**src/rtl/serial_cmd_master.sv**
```systemverilog
// UART command initiator: serialises opcode + up to 8 arg bytes, then collects up to 64 reply bytes.
// Latency: one tx byte per 2 clocks when txBusy is low; sending stalls while txBusy is high; reply idle gaps bounded by TIMEOUT_CYCLES.
module serial_cmd_master #(
  parameter int TIMEOUT_CYCLES = 1000000,
  parameter int TO_W           = 24
) (
  input  logic        clk,
  input  logic        reset,
  input  logic        cmd_valid,
  output logic        cmd_ready,
  input  logic [7:0]  cmd_opcode,
  input  logic [3:0]  cmd_nargs,
  input  logic [63:0] cmd_args,
  input  logic [6:0]  cmd_nresp,
  input  logic        txBusy,
  output logic        txStart,
  output logic [7:0]  txData,
  input  logic        rxReady,
  input  logic [7:0]  rxData,
  output logic        busy,
  output logic        done,
  output logic        timeout_err,
  output logic [6:0]  resp_count,
  input  logic [5:0]  resp_rd_addr,
  output logic [7:0]  resp_rd_data
);

  typedef enum logic [2:0] {
    IDLE      = 3'd0,
    SEND_WAIT = 3'd1,
    SEND_GAP  = 3'd2,
    RECV      = 3'd3,
    DONE      = 3'd4
  } state_t;

  typedef struct packed {
    logic [7:0]  opcode;
    logic [3:0]  nargs;
    logic [63:0] args;
    logic [6:0]  nresp;
  } cmd_t;

  localparam logic [TO_W-1:0] TO_LAST = TO_W'(TIMEOUT_CYCLES - 1);

  state_t          state, state_nxt;
  cmd_t            cmd_q;
  logic [3:0]      tx_idx;
  logic [TO_W-1:0] to_cnt;
  logic [7:0]      resp_mem [0:63];

  logic            accept, send, store, to_hit;
  logic [3:0]      nargs_clamp;
  logic [6:0]      nresp_clamp;
  logic [2:0]      arg_sel;
  logic [7:0]      tx_byte;

  assign cmd_ready = (state == IDLE);

  assign nargs_clamp = (cmd_nargs > 4'd8)  ? 4'd8  : cmd_nargs;
  assign nresp_clamp = (cmd_nresp > 7'd64) ? 7'd64 : cmd_nresp;

  // tx_idx counts bytes already sent: 0 is the opcode, k>0 is argument byte k-1.
  assign arg_sel = tx_idx[2:0] - 3'd1;
  assign tx_byte = (tx_idx == 4'd0) ? cmd_q.opcode : cmd_q.args[{arg_sel, 3'b000} +: 8];

  always_ff @(posedge clk or posedge reset) begin
    if (reset) state <= IDLE;
    else       state <= state_nxt;
  end

  always_comb begin
    state_nxt = state;
    accept    = 1'b0;
    send      = 1'b0;
    store     = 1'b0;
    to_hit    = 1'b0;
    case (state)
      IDLE: begin
        if (cmd_valid) begin
          accept    = 1'b1;
          state_nxt = SEND_WAIT;
        end
      end
      SEND_WAIT: begin
        if (!txBusy) begin
          send      = 1'b1;
          state_nxt = SEND_GAP;
        end
      end
      SEND_GAP: begin
        if (tx_idx <= cmd_q.nargs)      state_nxt = SEND_WAIT;
        else if (cmd_q.nresp == 7'd0)   state_nxt = DONE;
        else                            state_nxt = RECV;
      end
      RECV: begin
        // A byte arriving on the timeout clock takes priority over the timeout.
        if (rxReady) begin
          store = 1'b1;
          if (resp_count + 7'd1 == cmd_q.nresp) state_nxt = DONE;
        end else if (to_cnt == TO_LAST) begin
          to_hit    = 1'b1;
          state_nxt = DONE;
        end
      end
      DONE:    state_nxt = IDLE;
      default: state_nxt = IDLE;
    endcase
  end

  always_ff @(posedge clk or posedge reset) begin
    if (reset) begin
      cmd_q       <= '0;
      tx_idx      <= 4'd0;
      to_cnt      <= '0;
      txStart     <= 1'b0;
      txData      <= 8'd0;
      busy        <= 1'b0;
      done        <= 1'b0;
      timeout_err <= 1'b0;
      resp_count  <= 7'd0;
    end else begin
      txStart <= send;
      done    <= (state == DONE);

      if (accept) begin
        cmd_q       <= '{opcode: cmd_opcode, nargs: nargs_clamp, args: cmd_args, nresp: nresp_clamp};
        tx_idx      <= 4'd0;
        resp_count  <= 7'd0;
        timeout_err <= 1'b0;
        busy        <= 1'b1;
      end

      if (send) begin
        txData <= tx_byte;
        tx_idx <= tx_idx + 4'd1;
      end

      if (state == SEND_GAP) begin
        to_cnt <= '0;
      end else if (state == RECV) begin
        if (rxReady) to_cnt <= '0;
        else         to_cnt <= to_cnt + 1'b1;
      end

      if (store)  resp_count  <= resp_count + 7'd1;
      if (to_hit) timeout_err <= 1'b1;
      if (state == DONE) busy <= 1'b0;
    end
  end

  // Reply buffer is deliberately left unreset.
  always_ff @(posedge clk) begin
    if (store) resp_mem[resp_count[5:0]] <= rxData;
  end

  always_ff @(posedge clk or posedge reset) begin
    if (reset) resp_rd_data <= 8'd0;
    else       resp_rd_data <= resp_mem[resp_rd_addr];
  end

endmodule

```
**config.mk**
```make
export PLATFORM = sky130hd
export DESIGN_NAME = serial_cmd_master
export DESIGN_NICKNAME = d
export VERILOG_FILES = /design/src/rtl/serial_cmd_master.sv
export SDC_FILE = /design/constraint.sdc
export NUM_CORES = 1
export LEC_CHECK = 0
export CORE_MARGIN = 2
export CORE_UTILIZATION = 30
export CTS_CLUSTER_DIAMETER = 60
export DETAILED_ROUTE_END_ITERATION = 10
export HOLD_SLACK_MARGIN = 0.05
export SKIP_CTS_REPAIR_TIMING = 1
export SLEW_MARGIN = 30
export SYNTH_ARGS = -nofsm -noshare
export SYNTH_HDL_FRONTEND = slang
export SYNTH_SLANG_ARGS = --single-unit
```
**constraint.sdc**
```tcl
create_clock -name clk -period 8.5 [get_ports clk]
set_input_delay 1.275 -clock clk [delete_from_list [all_inputs] [get_ports clk]]
set_output_delay 1.275 -clock clk [all_outputs]
set_load 0.02 [all_outputs]
```
==> run metrics <==
maximum number of pins on one net before global-route repair 90; Post-Layout Inst Area 0.03135 sq mm; number of search-and-repair iterations in the first detailed-routing pass 5; Iter 0 DRT Violations 1500; highest attainable clock frequency 261.0 MHz; RePlAce Congestion slightly above 0.8; global-route wire length before repair 95.20 mm; Reg area between 0.015 and 0.02 sq mm; Detailed Route WL 63.40 mm; internal cell power ~6.1 mW; count of nets after finishing ~1900; crit path launch type flop; proportion of synthesized flip-flops having asynchronous set or reset 0.2159; GRT overflow 0; Antenna Cells 0; total core area slightly below 0.09 sq mm; number of sinks driven by the clock tree 653; area delta synth->final 17.29%; setup clock skew after layout between 0.02 and 0.025 ns; clock transition time at the flip-flop clock pins of the worst setup and hold paths 0.06 ns; Post-Syn Instances between 1500 and 2000; Post-synth EDFFs 512; synth unique cells 61; H-tree level count 3; Crit path arrival time 4.05 ns; biggest area consumer among synthesized cells sky130_fd_sc_hd__edfxtp_1; primary flip-flop cell chosen by synthesis mapping sky130_fd_sc_hd__edfxtp_1; Mapped Nets ~1800; area of the mapped netlist approximately 0.027 sq mm; Final Non-Filler Cells between 2000 and 3000; most instantiated library cell after synthesis sky130_fd_sc_hd__edfxtp_1; area of the die 0.09149 sq mm; DIE WIDTH slightly above 300 um; Comb power frac 0.163; switching pwr between 2 and 2.5 mW; TritonCTS clock tree done; period utilisation layout 0.4507; cell area power density roughly 270 mW/mm^2; dpl cells approximately 2900; most frequent cells after synthesis 512 x sky130_fd_sc_hd__edfxtp_1, 297 x sky130_fd_sc_hd__nand2_1, 141 x sky130_fd_sc_hd__dfrtp_1, 136 x sky130_fd_sc_hd__mux4_2, 103 x sky130_fd_sc_hd__nor2_1; Pwr Total between 8 and 9 mW; proportion of power drawn by the clock network 0.371; minimum clock period after layout approximately 3.8 ns; Final setup viols 0; Sum Neg Setup Slack 0 ns; status completed; path class of the lowest-slack min-delay path reg -> reg; total track usage 0.1385; worst voltage drop across the vdd grid ~0.17 mV; DRC violation count after routing 0; slew of the pin with the lowest slew margin 0.9392 ns; leakage ~11 nW; number of max-slew violations in the final report 0; max-slew headroom at the worst pin 0.3716; number of buffer cells added on primary ports around 130; chip height roughly 300 um; clock tree root buffer cell sky130_fd_sc_hd__clkbuf_16; Initial Utilization 0.3024; # fillers 8355; sequential-to-total area share from yosys stat 0.7073; maximum buffer depth of the clock tree 3; combined area of the multi-input logic cells 0.007234 sq mm; Setup crit end kind flop; total of flip-flops plus latches after synthesis roughly 650; cell depth of the worst hold path 2; Via Count approximately 15000; number of warnings reported in the yosys synthesis log 0; Crit Path Category reg -> reg; count of maximum capacitance violations 0; sequential cell fraction of total power 0.466; FP Rows roughly 110; initial antenna violation count 4; average footprint of a synthesized cell 16.06 sq um; post-place instance area 0.02900 sq mm; detailed placement HPWL slightly below 40 mm; unrepaired setup endpoints after global routing no; fraction of post-synthesis cell area in the top cell type by area 0.5753; worst-path fanout max 11; detail-routed net length per standard cell about 21 um; R2R depth 5; Worst Hold Margin about 0.47 ns; via count of the first global-routing pass around 15000; layout cells sized above 1 0.1534; Skew-Pair Late Insertion Delay 0.60 ns; Vias per Instance approximately 5.0; I/O pin count 130; remaining antenna violation count 0; dominant cells by area after synthesis sky130_fd_sc_hd__edfxtp_1 58%, sky130_fd_sc_hd__dfrtp_1 13%, sky130_fd_sc_hd__mux4_2 11%; count of final hold-check violations 0; Sw Share 0.2643; Worst Path Required between 8 and 9 ns; TritonCTS buffer count slightly below 70
placed cells by master, fill, tap and decap left out, types with 19 or more instances in the layout:
| cell type | n |
|---|---|
| sky130_fd_sc_hd__dfrtp_1 | 141 |
| sky130_fd_sc_hd__a21oi_1 | 20 |
| sky130_fd_sc_hd__mux4_2 | 136 |
| sky130_fd_sc_hd__edfxtp_1 | 512 |
| sky130_fd_sc_hd__nor2_1 | 102 |
| sky130_fd_sc_hd__clkbuf_16 | 71 |
| sky130_fd_sc_hd__nand2_1 | 296 |
| sky130_fd_sc_hd__nand3_1 | 21 |
| sky130_fd_sc_hd__a22oi_1 | 31 |
| sky130_fd_sc_hd__a31oi_1 | 19 |
| sky130_fd_sc_hd__clkdlybuf4s50_1 | 117 |
| sky130_fd_sc_hd__o21ai_0 | 54 |
final timing paths:
path | slack, ns | startpoint | to
worst max-delay path | 4.67 | state[1] | resp_mem[13][0]
worst min-delay path | 0.47 | cmd_q[63] | cmd_q[63]
max in group asynchronous | 5.96 | reset | cmd_q[40]
min in group asynchronous | 1.24 | reset | resp_rd_data[6]
worst max register to register | 4.67 | state[1] | resp_mem[13][0]
worst min register to register | 0.47 | cmd_q[63] | cmd_q[63]
per-layer routing:
layer,vias up,GRT usage,share of wire
li1,6636,-,-
met1,7673,0.1901,0.44
met2,538,0.2174,0.47
met3,94,0.04032,0.077
met4,8,0.03343,0.020
met5,-,0,0.00087
registers in the layout, summed over array words and instances, names as in the netlist:
register,cells
resp_mem,512
timeout_err,1
cmd_q,83
tx_idx,4
txStart,1
resp_rd_data,8
busy,1
resp_count,7
state,3
to_cnt,24
txData,8
done,1
cells by family after synthesis:
family,Yosys count,synth area share
AO/OA/AOI/OAI,184,0.04453
XOR/XNOR,11,0.003605
adder cells (fa/ha/maj),8,0.003746
buffers and inverters,112,0.02219
flip-flops,653,0.7073
multiplexers,170,0.1326
AND/OR/NAND/NOR,526,0.08601
area by class of cell:
class | instances | area share
sequential | 653 | 0.6031
multi-input combinational | 899 | 0.2308
clock buffer | 93 | 0.06187
tap | 1165 | 0.04650
timing repair buffer | 144 | 0.04343
clock inverter | 32 | 0.01285
inverter | 11 | 0.001477
power groups by stage:
| stage | Sequential, mW | Clock, mW | Combinational [mW] |
|---|---|---|---|
| 6_report | 3.88 | 3.09 | 1.36 |
| 2_1_floorplan | 3.90 | 0 | 0.948 |
| 4_1_cts | 3.88 | 3.14 | 1.39 |
| 5_1_grt | 3.91 | 3.29 | 1.51 |
| 3_3_place_gp | 3.93 | 0 | 1.35 |
| 3_5_place_dp | 3.95 | 0 | 1.38 |
through the flow:
step,util,setup WS [ns]
6_report,0.3547,4.669
5_1_grt,0.3547,4.424
4_1_cts,0.3547,4.633
3_5_place_dp,0.3282,4.010
3_3_place_gp,0.3281,3.915
2_1_floorplan,-,3.444
worst max-delay path, stage by stage (launching register included):
cell	delay (ns)
sky130_fd_sc_hd__dfrtp_1	0.49
sky130_fd_sc_hd__nor2b_1	0.64
sky130_fd_sc_hd__nand3_1	0.48
sky130_fd_sc_hd__nor2_1	0.36
sky130_fd_sc_hd__nand3_1	0.58
sky130_fd_sc_hd__nor2_1	0.89
Power figures use the tool's default switching activity.
